`src/rtl/id_ex_stage_pkg.sv`:
```
// Shared constants for the decode / ID-EX slice: opcode map, instruction field
// positions and operand source selects.
package id_ex_stage_pkg;

   localparam int unsigned DSIZE_SHARED = 16;
   localparam int unsigned RSIZE_SHARED = 4;

   // Instruction layout: [15:12] op, [11:8] rd/rt2, [7:4] rs, [3:0] rt/imm4
   localparam int unsigned OP_HI  = 15;
   localparam int unsigned OP_LO  = 12;
   localparam int unsigned RD_HI  = 11;
   localparam int unsigned RD_LO  = 8;
   localparam int unsigned RS_HI  = 7;
   localparam int unsigned RS_LO  = 4;
   localparam int unsigned RT_HI  = 3;
   localparam int unsigned RT_LO  = 0;

   // Opcodes 10..15 are illegal and issue as bubbles.
   typedef enum logic [3:0] {
      OpAdd  = 4'd0,
      OpSub  = 4'd1,
      OpAnd  = 4'd2,
      OpXor  = 4'd3,
      OpCom  = 4'd4,
      OpMul  = 4'd5,
      OpAddi = 4'd6,
      OpLw   = 4'd7,
      OpSw   = 4'd8,
      OpBeq  = 4'd9
   } op_e;

   typedef enum logic [1:0] {
      SrcRf  = 2'd0,
      SrcWb  = 2'd1,
      SrcMem = 2'd2
   } src_sel_e;

endpackage

```
`src/rtl/id_ex_stage_hazard_unit.sv`:
```
// Combinational RAW hazard detection and operand source selection.
// FWD_EN: forward non-load MEM results and stall only on EX or load-use hits.
module id_ex_stage_hazard_unit
   import id_ex_stage_pkg::*;
#(
   parameter int unsigned RSIZE = RSIZE_SHARED
) (
   input  logic [RSIZE-1:0] src1,
   input  logic [RSIZE-1:0] src2,
   input  logic             use1,
   input  logic             use2,
   input  logic [RSIZE-1:0] ex_rd,
   input  logic             ex_wen,
   input  logic [RSIZE-1:0] mem_rd,
   input  logic             mem_wen,
   input  logic             mem_memread,
   input  logic [RSIZE-1:0] wb_rd,
   input  logic             wb_wen,
   output logic             hazard,
   output src_sel_e         sel1,
   output src_sel_e         sel2
);

   function automatic logic hit(input logic [RSIZE-1:0] s, input logic u,
                                input logic [RSIZE-1:0] d, input logic w);
      return u && (s != '0) && w && (s == d);
   endfunction

   logic ex_hit1, ex_hit2, mem_hit1, mem_hit2, wb_hit1, wb_hit2;

   assign ex_hit1  = hit(src1, use1, ex_rd, ex_wen);
   assign ex_hit2  = hit(src2, use2, ex_rd, ex_wen);
   assign mem_hit1 = hit(src1, use1, mem_rd, mem_wen);
   assign mem_hit2 = hit(src2, use2, mem_rd, mem_wen);
   assign wb_hit1  = hit(src1, use1, wb_rd, wb_wen);
   assign wb_hit2  = hit(src2, use2, wb_rd, wb_wen);

`ifdef FWD_EN
   assign hazard = ex_hit1 | ex_hit2 | ((mem_hit1 | mem_hit2) & mem_memread);

   // MEM result is younger than WB, so it wins when both match.
   always_comb begin
      sel1 = SrcRf;
      sel2 = SrcRf;
      if (mem_hit1 && !mem_memread) sel1 = SrcMem;
      else if (wb_hit1)             sel1 = SrcWb;
      if (mem_hit2 && !mem_memread) sel2 = SrcMem;
      else if (wb_hit2)             sel2 = SrcWb;
   end
`else
   logic unused_mem_memread;
   assign unused_mem_memread = mem_memread;

   assign hazard = ex_hit1 | ex_hit2 | mem_hit1 | mem_hit2;

   always_comb begin
      sel1 = SrcRf;
      sel2 = SrcRf;
      if (wb_hit1) sel1 = SrcWb;
      if (wb_hit2) sel2 = SrcWb;
   end
`endif

endmodule

```
`src/rtl/id_ex_stage.sv`:
```
// Decode stage and ID/EX pipeline register: decode, WB bypass, RAW stall/bubble.
// Optional MEM-stage forwarding is enabled with the FWD_EN macro (see hazard unit).
module id_ex_stage
   import id_ex_stage_pkg::*;
#(
   parameter int unsigned DSIZE = DSIZE_SHARED,
   parameter int unsigned RSIZE = RSIZE_SHARED,
   parameter int unsigned CSIZE = 16
) (
   input  logic             clk,
   input  logic             rst,
   input  logic             if_valid,
   input  logic [15:0]      if_instr,
   input  logic             flush,
   output logic             stall_out,
   output logic [RSIZE-1:0] rf_raddr1,
   output logic [RSIZE-1:0] rf_raddr2,
   input  logic [DSIZE-1:0] rf_rdata1,
   input  logic [DSIZE-1:0] rf_rdata2,
   input  logic [RSIZE-1:0] mem_rd,
   input  logic             mem_wen,
   input  logic             mem_memread,
   input  logic [DSIZE-1:0] mem_result,
   input  logic [RSIZE-1:0] wb_rd,
   input  logic             wb_wen,
   input  logic [DSIZE-1:0] wb_data,
   output logic             ex_valid,
   output logic [3:0]       ex_op,
   output logic [DSIZE-1:0] ex_a,
   output logic [DSIZE-1:0] ex_b,
   output logic [DSIZE-1:0] ex_store_data,
   output logic [DSIZE-1:0] ex_br_off,
   output logic [RSIZE-1:0] ex_rd,
   output logic             ex_wen,
   output logic             ex_memread,
   output logic             ex_memwrite,
   output logic             ex_branch,
   output logic [CSIZE-1:0] stall_cnt
);

   logic [3:0]       op;
   logic [RSIZE-1:0] f_rd, f_rs, f_rt;
   logic [3:0]       f_imm;
   logic [DSIZE-1:0] imm_sext;

   assign op       = if_instr[OP_HI:OP_LO];
   assign f_rd     = RSIZE'(if_instr[RD_HI:RD_LO]);
   assign f_rs     = RSIZE'(if_instr[RS_HI:RS_LO]);
   assign f_rt     = RSIZE'(if_instr[RT_HI:RT_LO]);
   assign f_imm    = if_instr[RT_HI:RT_LO];
   assign imm_sext = {{(DSIZE-4){f_imm[3]}}, f_imm};

   logic is_rtype, is_imm, is_lw, is_sw, is_beq, legal;

   always_comb begin
      is_rtype = 1'b0;
      is_imm   = 1'b0;
      is_lw    = 1'b0;
      is_sw    = 1'b0;
      is_beq   = 1'b0;
      case (op)
         OpAdd, OpSub, OpAnd, OpXor, OpCom, OpMul: is_rtype = 1'b1;
         OpAddi: is_imm = 1'b1;
         OpLw: begin
            is_imm = 1'b1;
            is_lw  = 1'b1;
         end
         OpSw:    is_sw  = 1'b1;
         OpBeq:   is_beq = 1'b1;
         default: ;
      endcase
   end

   assign legal = is_rtype | is_imm | is_sw | is_beq;

   // Port A always feeds operand a; port B feeds operand b or store data.
   logic [RSIZE-1:0] src1, src2;
   logic             use1, use2, use2_raw;

   always_comb begin
      src1     = f_rs;
      src2     = '0;
      use2_raw = 1'b0;
      if (is_beq) begin
         src1     = f_rd;
         src2     = f_rs;
         use2_raw = 1'b1;
      end else if (is_rtype) begin
         src2     = f_rt;
         use2_raw = 1'b1;
      end else if (is_sw) begin
         src2     = f_rd;
         use2_raw = 1'b1;
      end
   end

   assign use1      = if_valid & legal;
   assign use2      = use1 & use2_raw;
   assign rf_raddr1 = src1;
   assign rf_raddr2 = src2;

   logic     hazard;
   src_sel_e sel1, sel2;

   logic [RSIZE-1:0] ex_rd_q;
   logic             ex_valid_q, ex_wen_q;

   id_ex_stage_hazard_unit #(
      .RSIZE(RSIZE)
   ) hazard_unit (
      .src1       (src1),
      .src2       (src2),
      .use1       (use1),
      .use2       (use2),
      .ex_rd      (ex_rd_q),
      .ex_wen     (ex_wen_q & ex_valid_q),
      .mem_rd     (mem_rd),
      .mem_wen    (mem_wen),
      .mem_memread(mem_memread),
      .wb_rd      (wb_rd),
      .wb_wen     (wb_wen),
      .hazard     (hazard),
      .sel1       (sel1),
      .sel2       (sel2)
   );

   logic [DSIZE-1:0] val1, val2;

   always_comb begin
      val1 = rf_rdata1;
      case (sel1)
         SrcWb:   val1 = wb_data;
         SrcMem:  val1 = mem_result;
         default: ;
      endcase
      if (src1 == '0) val1 = '0;
      val2 = rf_rdata2;
      case (sel2)
         SrcWb:   val2 = wb_data;
         SrcMem:  val2 = mem_result;
         default: ;
      endcase
      if (src2 == '0) val2 = '0;
   end

   logic issue;

   // Flush overrides the stall so a killed instruction never counts as stalled.
   assign stall_out = use1 & hazard & ~flush;
   assign issue     = use1 & ~hazard & ~flush;

   logic [3:0]       ex_op_q, ex_op_d;
   logic [DSIZE-1:0] ex_a_q, ex_a_d, ex_b_q, ex_b_d;
   logic [DSIZE-1:0] ex_store_data_q, ex_store_data_d, ex_br_off_q, ex_br_off_d;
   logic [RSIZE-1:0] ex_rd_d;
   logic             ex_valid_d, ex_wen_d;
   logic             ex_memread_q, ex_memread_d, ex_memwrite_q, ex_memwrite_d;
   logic             ex_branch_q, ex_branch_d;
   logic [CSIZE-1:0] stall_cnt_q, stall_cnt_d;

   always_comb begin
      ex_valid_d      = 1'b0;
      ex_op_d         = '0;
      ex_a_d          = '0;
      ex_b_d          = '0;
      ex_store_data_d = '0;
      ex_br_off_d     = '0;
      ex_rd_d         = '0;
      ex_wen_d        = 1'b0;
      ex_memread_d    = 1'b0;
      ex_memwrite_d   = 1'b0;
      ex_branch_d     = 1'b0;
      if (issue) begin
         ex_valid_d      = 1'b1;
         ex_op_d         = op;
         ex_a_d          = val1;
         ex_b_d          = (is_rtype | is_beq) ? val2 : imm_sext;
         ex_store_data_d = is_sw ? val2 : '0;
         ex_br_off_d     = is_beq ? imm_sext : '0;
         ex_rd_d         = (is_rtype | is_imm) ? f_rd : '0;
         ex_wen_d        = (is_rtype | is_imm) & (f_rd != '0);
         ex_memread_d    = is_lw;
         ex_memwrite_d   = is_sw;
         ex_branch_d     = is_beq;
      end
   end

   always_comb begin
      stall_cnt_d = stall_cnt_q;
      if (stall_out && (stall_cnt_q != '1)) stall_cnt_d = stall_cnt_q + CSIZE'(1);
   end

   always_ff @(posedge clk) begin
      if (rst) begin
         ex_valid_q      <= 1'b0;
         ex_op_q         <= '0;
         ex_a_q          <= '0;
         ex_b_q          <= '0;
         ex_store_data_q <= '0;
         ex_br_off_q     <= '0;
         ex_rd_q         <= '0;
         ex_wen_q        <= 1'b0;
         ex_memread_q    <= 1'b0;
         ex_memwrite_q   <= 1'b0;
         ex_branch_q     <= 1'b0;
         stall_cnt_q     <= '0;
      end else begin
         ex_valid_q      <= ex_valid_d;
         ex_op_q         <= ex_op_d;
         ex_a_q          <= ex_a_d;
         ex_b_q          <= ex_b_d;
         ex_store_data_q <= ex_store_data_d;
         ex_br_off_q     <= ex_br_off_d;
         ex_rd_q         <= ex_rd_d;
         ex_wen_q        <= ex_wen_d;
         ex_memread_q    <= ex_memread_d;
         ex_memwrite_q   <= ex_memwrite_d;
         ex_branch_q     <= ex_branch_d;
         stall_cnt_q     <= stall_cnt_d;
      end
   end

   assign ex_valid      = ex_valid_q;
   assign ex_op         = ex_op_q;
   assign ex_a          = ex_a_q;
   assign ex_b          = ex_b_q;
   assign ex_store_data = ex_store_data_q;
   assign ex_br_off     = ex_br_off_q;
   assign ex_rd         = ex_rd_q;
   assign ex_wen        = ex_wen_q;
   assign ex_memread    = ex_memread_q;
   assign ex_memwrite   = ex_memwrite_q;
   assign ex_branch     = ex_branch_q;
   assign stall_cnt     = stall_cnt_q;

endmodule
```
`config.mk`:
```
export PLATFORM = sky130hd
export DESIGN_NAME = id_ex_stage
export DESIGN_NICKNAME = d
export VERILOG_FILES = /design/src/rtl/id_ex_stage_pkg.sv /design/src/rtl/id_ex_stage_hazard_unit.sv /design/src/rtl/id_ex_stage.sv
export SDC_FILE = /design/constraint.sdc
export NUM_CORES = 1
export LEC_CHECK = 0
export ABC_AREA = 1
export CAP_MARGIN = 20
export CORE_ASPECT_RATIO = 1.2
export CORE_MARGIN = 8
export CORE_UTILIZATION = 40
export CTS_BUF_LIST = sky130_fd_sc_hd__clkbuf_2
export CTS_CLUSTER_DIAMETER = 40
export DETAILED_ROUTE_END_ITERATION = 16
export PLACE_DENSITY = 0.83
export SLEW_MARGIN = 40
export SYNTH_ARGS = -nofsm -noshare
export SYNTH_HDL_FRONTEND = slang
export SYNTH_SLANG_ARGS = --single-unit
```
`constraint.sdc`:
```
create_clock -name clk -period 5.85 [get_ports clk]
set_input_delay 0.8775 -clock clk [delete_from_list [all_inputs] [get_ports clk]]
set_output_delay 0.8775 -clock clk [all_outputs]
set_load 0.005 [all_outputs]
```
==> impl_metrics.ini <==
[outcome]
status = complete, no violations

[floorplanning]
coreArea_um2 = 10500
die_height_um = 130
row_count = 41
io_pins = 197
die_w_um = 111
floorplan_die_area_um2 = 14400
initial_core_util = 0.410

[synth]
ys_types = 38
synthDominantAreaCellType = sky130_fd_sc_hd__dfxtp_1
synth_area_leaders = sky130_fd_sc_hd__dfxtp_1, sky130_fd_sc_hd__nand2_1, sky130_fd_sc_hd__nand3_1
synth_top_cell_area_share = 0.376
synth_seq_area_share = 0.376
postSynthRegisterBits = 81
postSynthAreaPerCell_um2 = 7.28
netlist_instances = 593
synth-main-ff-cell = sky130_fd_sc_hd__dfxtp_1
synth_fp_nets = 689
synth_enable_flop_cells = 0
synth.yosys.warnings = 0
post_synth_instance_area_um2 = 4310
asr_flop_ratio_synth = 0

[setup_path]
cp-end-kind = output pin
timing.critical_path.fanout_max = 17
cp_data_arrival_time_ps = 3850
critical-path-top-delay-family = simple AND/OR/NAND/NOR gates
timing.critical_path.cells = clkdlybuf4s50_1, nor2_4, nand2_2, nand2_1, nand2_2, nand2_1, nand2_1, nor2_1, nand3_1, nand2_1, nand2_2, nand3_4, inv_4, nor2_1, clkdlybuf4s50_1
timing.critical_path.slowest_cell_delay_ps = 540
setup.worst_path.start_class = input pin
worst_path_cell_with_the_longest_stage_delay = sky130_fd_sc_hd__clkdlybuf4s50_1
worst-setup-path-type = input pin to output pin
worst-path-buf-inv = 3
worst_path_most_repeated_cell = sky130_fd_sc_hd__nand2_1
cp.required_ps = 4970

[routing]
postRouteAntennaNets = 0
viasPerCell = 5.22
routed_wl_mm = 15.4
drt-initial-drc-count = 375
detail_route.wl_per_cell_um = 17.4
number_of_vias_in_the_routed_layout = 4606
post-route-drc-count = 0
detailedRoute.firstPassIterationCount = 5

[layout]
syn2layout_area_growth_pct = 43.7
post_route_cells_drive_above_1_share = 0.0930
design.final.nets = 844
number_of_fillers_in_the_final_layout = 956
design_area_um2 = 6200

[sta]
hold_viol_final = 0
fin_crit_ps = 4730
setup-violations-final = 0
worst_pin_slew_ps = 721
worst_slew_margin_rel = 0.517
rsz_0062_raised_after_global_routing = false
report.final.slew_viol_count = 0
clock_skew_ps = 31.6
fin_tns_setup_ps = 0
finalCritPeriodShare = 0.808
fmaxAchievable_mhz = 212

[clock_network]
maximum_buffer_depth_of_the_clock_tree = 2
cts_sinks = 81
ctsHoldBuffers = 0
post_cts.repair.setup_buffers = 0
clkTransAtPathRegs_ps = 200
worst_skew_pair.late_latency_ps = 560
cts_root_buffer = sky130_fd_sc_hd__clkbuf_2
cts-htree-levels = 3
tritoncts = yes
tritoncts.num_buffers = 9
cts.repair.resized = 0

[place]
gp_congestion = 0.943
buffer_ports.inserted = 179
placed_cell_area_um2 = 6050
dpl.hpwl_mm = 12.1

[global_route]
antenna_violations_before_repair = 1
grt-ovfl-total = 0
grt_pass1_wl_mm = 23.7
grt_max_degree = 30
grt_pass1_vias = 4481
total_grt_usage = 0.205

[hold_path]
worst_hold_path_type = flop to flop

[flow_run]
cap_viol_max_count = 0

[pwr]
irDropWorstVdd_mv = 0.0821
p_leak_nw = 2.57
pwr_density_cell_nw_per_um2 = 182
[power by group]
| part | total (mW) | internal (mW) | leakage, nW | switching (mW) |
|---|---|---|---|---|
| combinational | 0.209 | 0.0969 | 1.83 | 0.112 |
| clock | 0.355 | 0.146 | 0.0865 | 0.209 |
| sequential | 0.563 | 0.560 | 0.654 | 0.00248 |
| total | 1.13 | 0.803 | 2.57 | 0.324 |
[worst reg2reg max path, stage by stage (launching register included)]
cell	delay, ps
sky130_fd_sc_hd__dfxtp_1	450
sky130_fd_sc_hd__ha_1	240
sky130_fd_sc_hd__nand2_1	90
sky130_fd_sc_hd__nor3_1	420
sky130_fd_sc_hd__nand2_1	80
sky130_fd_sc_hd__or4_1	690
sky130_fd_sc_hd__nand3_2	380
sky130_fd_sc_hd__nand2_1	90
sky130_fd_sc_hd__a21oi_1	160
[worst paths after layout]
path / cells past startpoint / slack, ps / end / from
max: 15 / 1120 / stall_out / if_instr[14]
min: 2 / 520 / stall_cnt[15] / stall_cnt[15]
max reg2reg: 8 / 3200 / stall_cnt[12] / stall_cnt[0]
min reg2reg: 2 / 520 / stall_cnt[15] / stall_cnt[15]
[routing by layer]
metal / routed length, um / track usage
met1: 5720 / 0.216
met5: 0 / 0
met4: 586 / 0.101
met2: 7920 / 0.366
met3: 1130 / 0.0629
[cell usage after synthesis (3+ instances only)]
cell / instances
sky130_fd_sc_hd__nand3_2: 11
sky130_fd_sc_hd__buf_2: 10
sky130_fd_sc_hd__inv_2: 4
sky130_fd_sc_hd__o211ai_1: 4
sky130_fd_sc_hd__nor2_1: 42
sky130_fd_sc_hd__xnor2_1: 5
sky130_fd_sc_hd__xor2_1: 12
sky130_fd_sc_hd__nand3_1: 63
sky130_fd_sc_hd__nor3_1: 9
sky130_fd_sc_hd__nor2_2: 5
sky130_fd_sc_hd__clkbuf_1: 8
sky130_fd_sc_hd__a21oi_1: 49
sky130_fd_sc_hd__dfxtp_1: 81
sky130_fd_sc_hd__nand4_1: 38
sky130_fd_sc_hd__nor2_4: 9
sky130_fd_sc_hd__inv_1: 71
sky130_fd_sc_hd__nand2_2: 13
sky130_fd_sc_hd__nor3_2: 3
sky130_fd_sc_hd__buf_4: 14
sky130_fd_sc_hd__nand2_1: 117
sky130_fd_sc_hd__buf_6: 4
[flip-flops by register name, indices dropped and copies added, names as in the netlist]
name / cells
ex_rd: 4
ex_store_data: 16
ex_branch: 1
ex_memwrite: 1
ex_valid: 1
stall_cnt: 16
ex_wen: 1
ex_memread: 1
ex_a: 16
ex_br_off: 4
ex_op: 4
ex_b: 16
[through the flow]
step	total power [mW]	instances	hold WS (ps)	setup WS, ps	util
finish	1.13	883	519	1120	0.589
global placement	0.776	866	495	1100	0.575
global route	1.18	883	548	817	0.589
CTS	1.13	882	523	1110	0.589
detailed placement	0.780	866	498	1120	0.576
floorplan	0.674	593	491	2890	-
[layout make-up]
type	count	area (um^2)	share of cell area
tap	129	161	0.0260
timing repair buffer	181	1810	0.291
antenna	1	2.50	0.000404
clock inverter	6	91.3	0.0147
clock buffer	10	50.0	0.00807
multi-input combinational	398	2170	0.351
sequential	81	1620	0.262
inverter	77	292	0.0470
[cell usage in the layout, fill, tap and decap left out, types with 4 or more instances in the layout]
master and instances:
sky130_fd_sc_hd__nor2_2 5, sky130_fd_sc_hd__nor2_1 42, sky130_fd_sc_hd__a21oi_1 49, sky130_fd_sc_hd__o211ai_1 4
sky130_fd_sc_hd__clkbuf_2 10, sky130_fd_sc_hd__nand3_1 63, sky130_fd_sc_hd__dfxtp_1 81, sky130_fd_sc_hd__inv_2 4
sky130_fd_sc_hd__xnor2_1 5, sky130_fd_sc_hd__clkdlybuf4s50_1 179, sky130_fd_sc_hd__nand4_1 38, sky130_fd_sc_hd__nor2_4 9
sky130_fd_sc_hd__nand2_2 13, sky130_fd_sc_hd__nand2_1 117, sky130_fd_sc_hd__inv_1 71, sky130_fd_sc_hd__nor3_1 9
sky130_fd_sc_hd__nand3_2 11, sky130_fd_sc_hd__xor2_1 12
[cells by family (layout without fill, tap and decap cells)]
group / count (synthesis) / after routing / synth area share
AOI/OAI and AO/OA: 58 / 58 / 0.0708
xor gates and xnor gates: 17 / 17 / 0.0345
adders and majority gates: 1 / 1 / 0.00290
buffers and inverters: 114 / 274 / 0.122
DFF: 81 / 81 / 0.376
other: 0 / 1 / 0
and+or+nand+nor: 322 / 322 / 0.394
(Power assumes the default switching activity.)
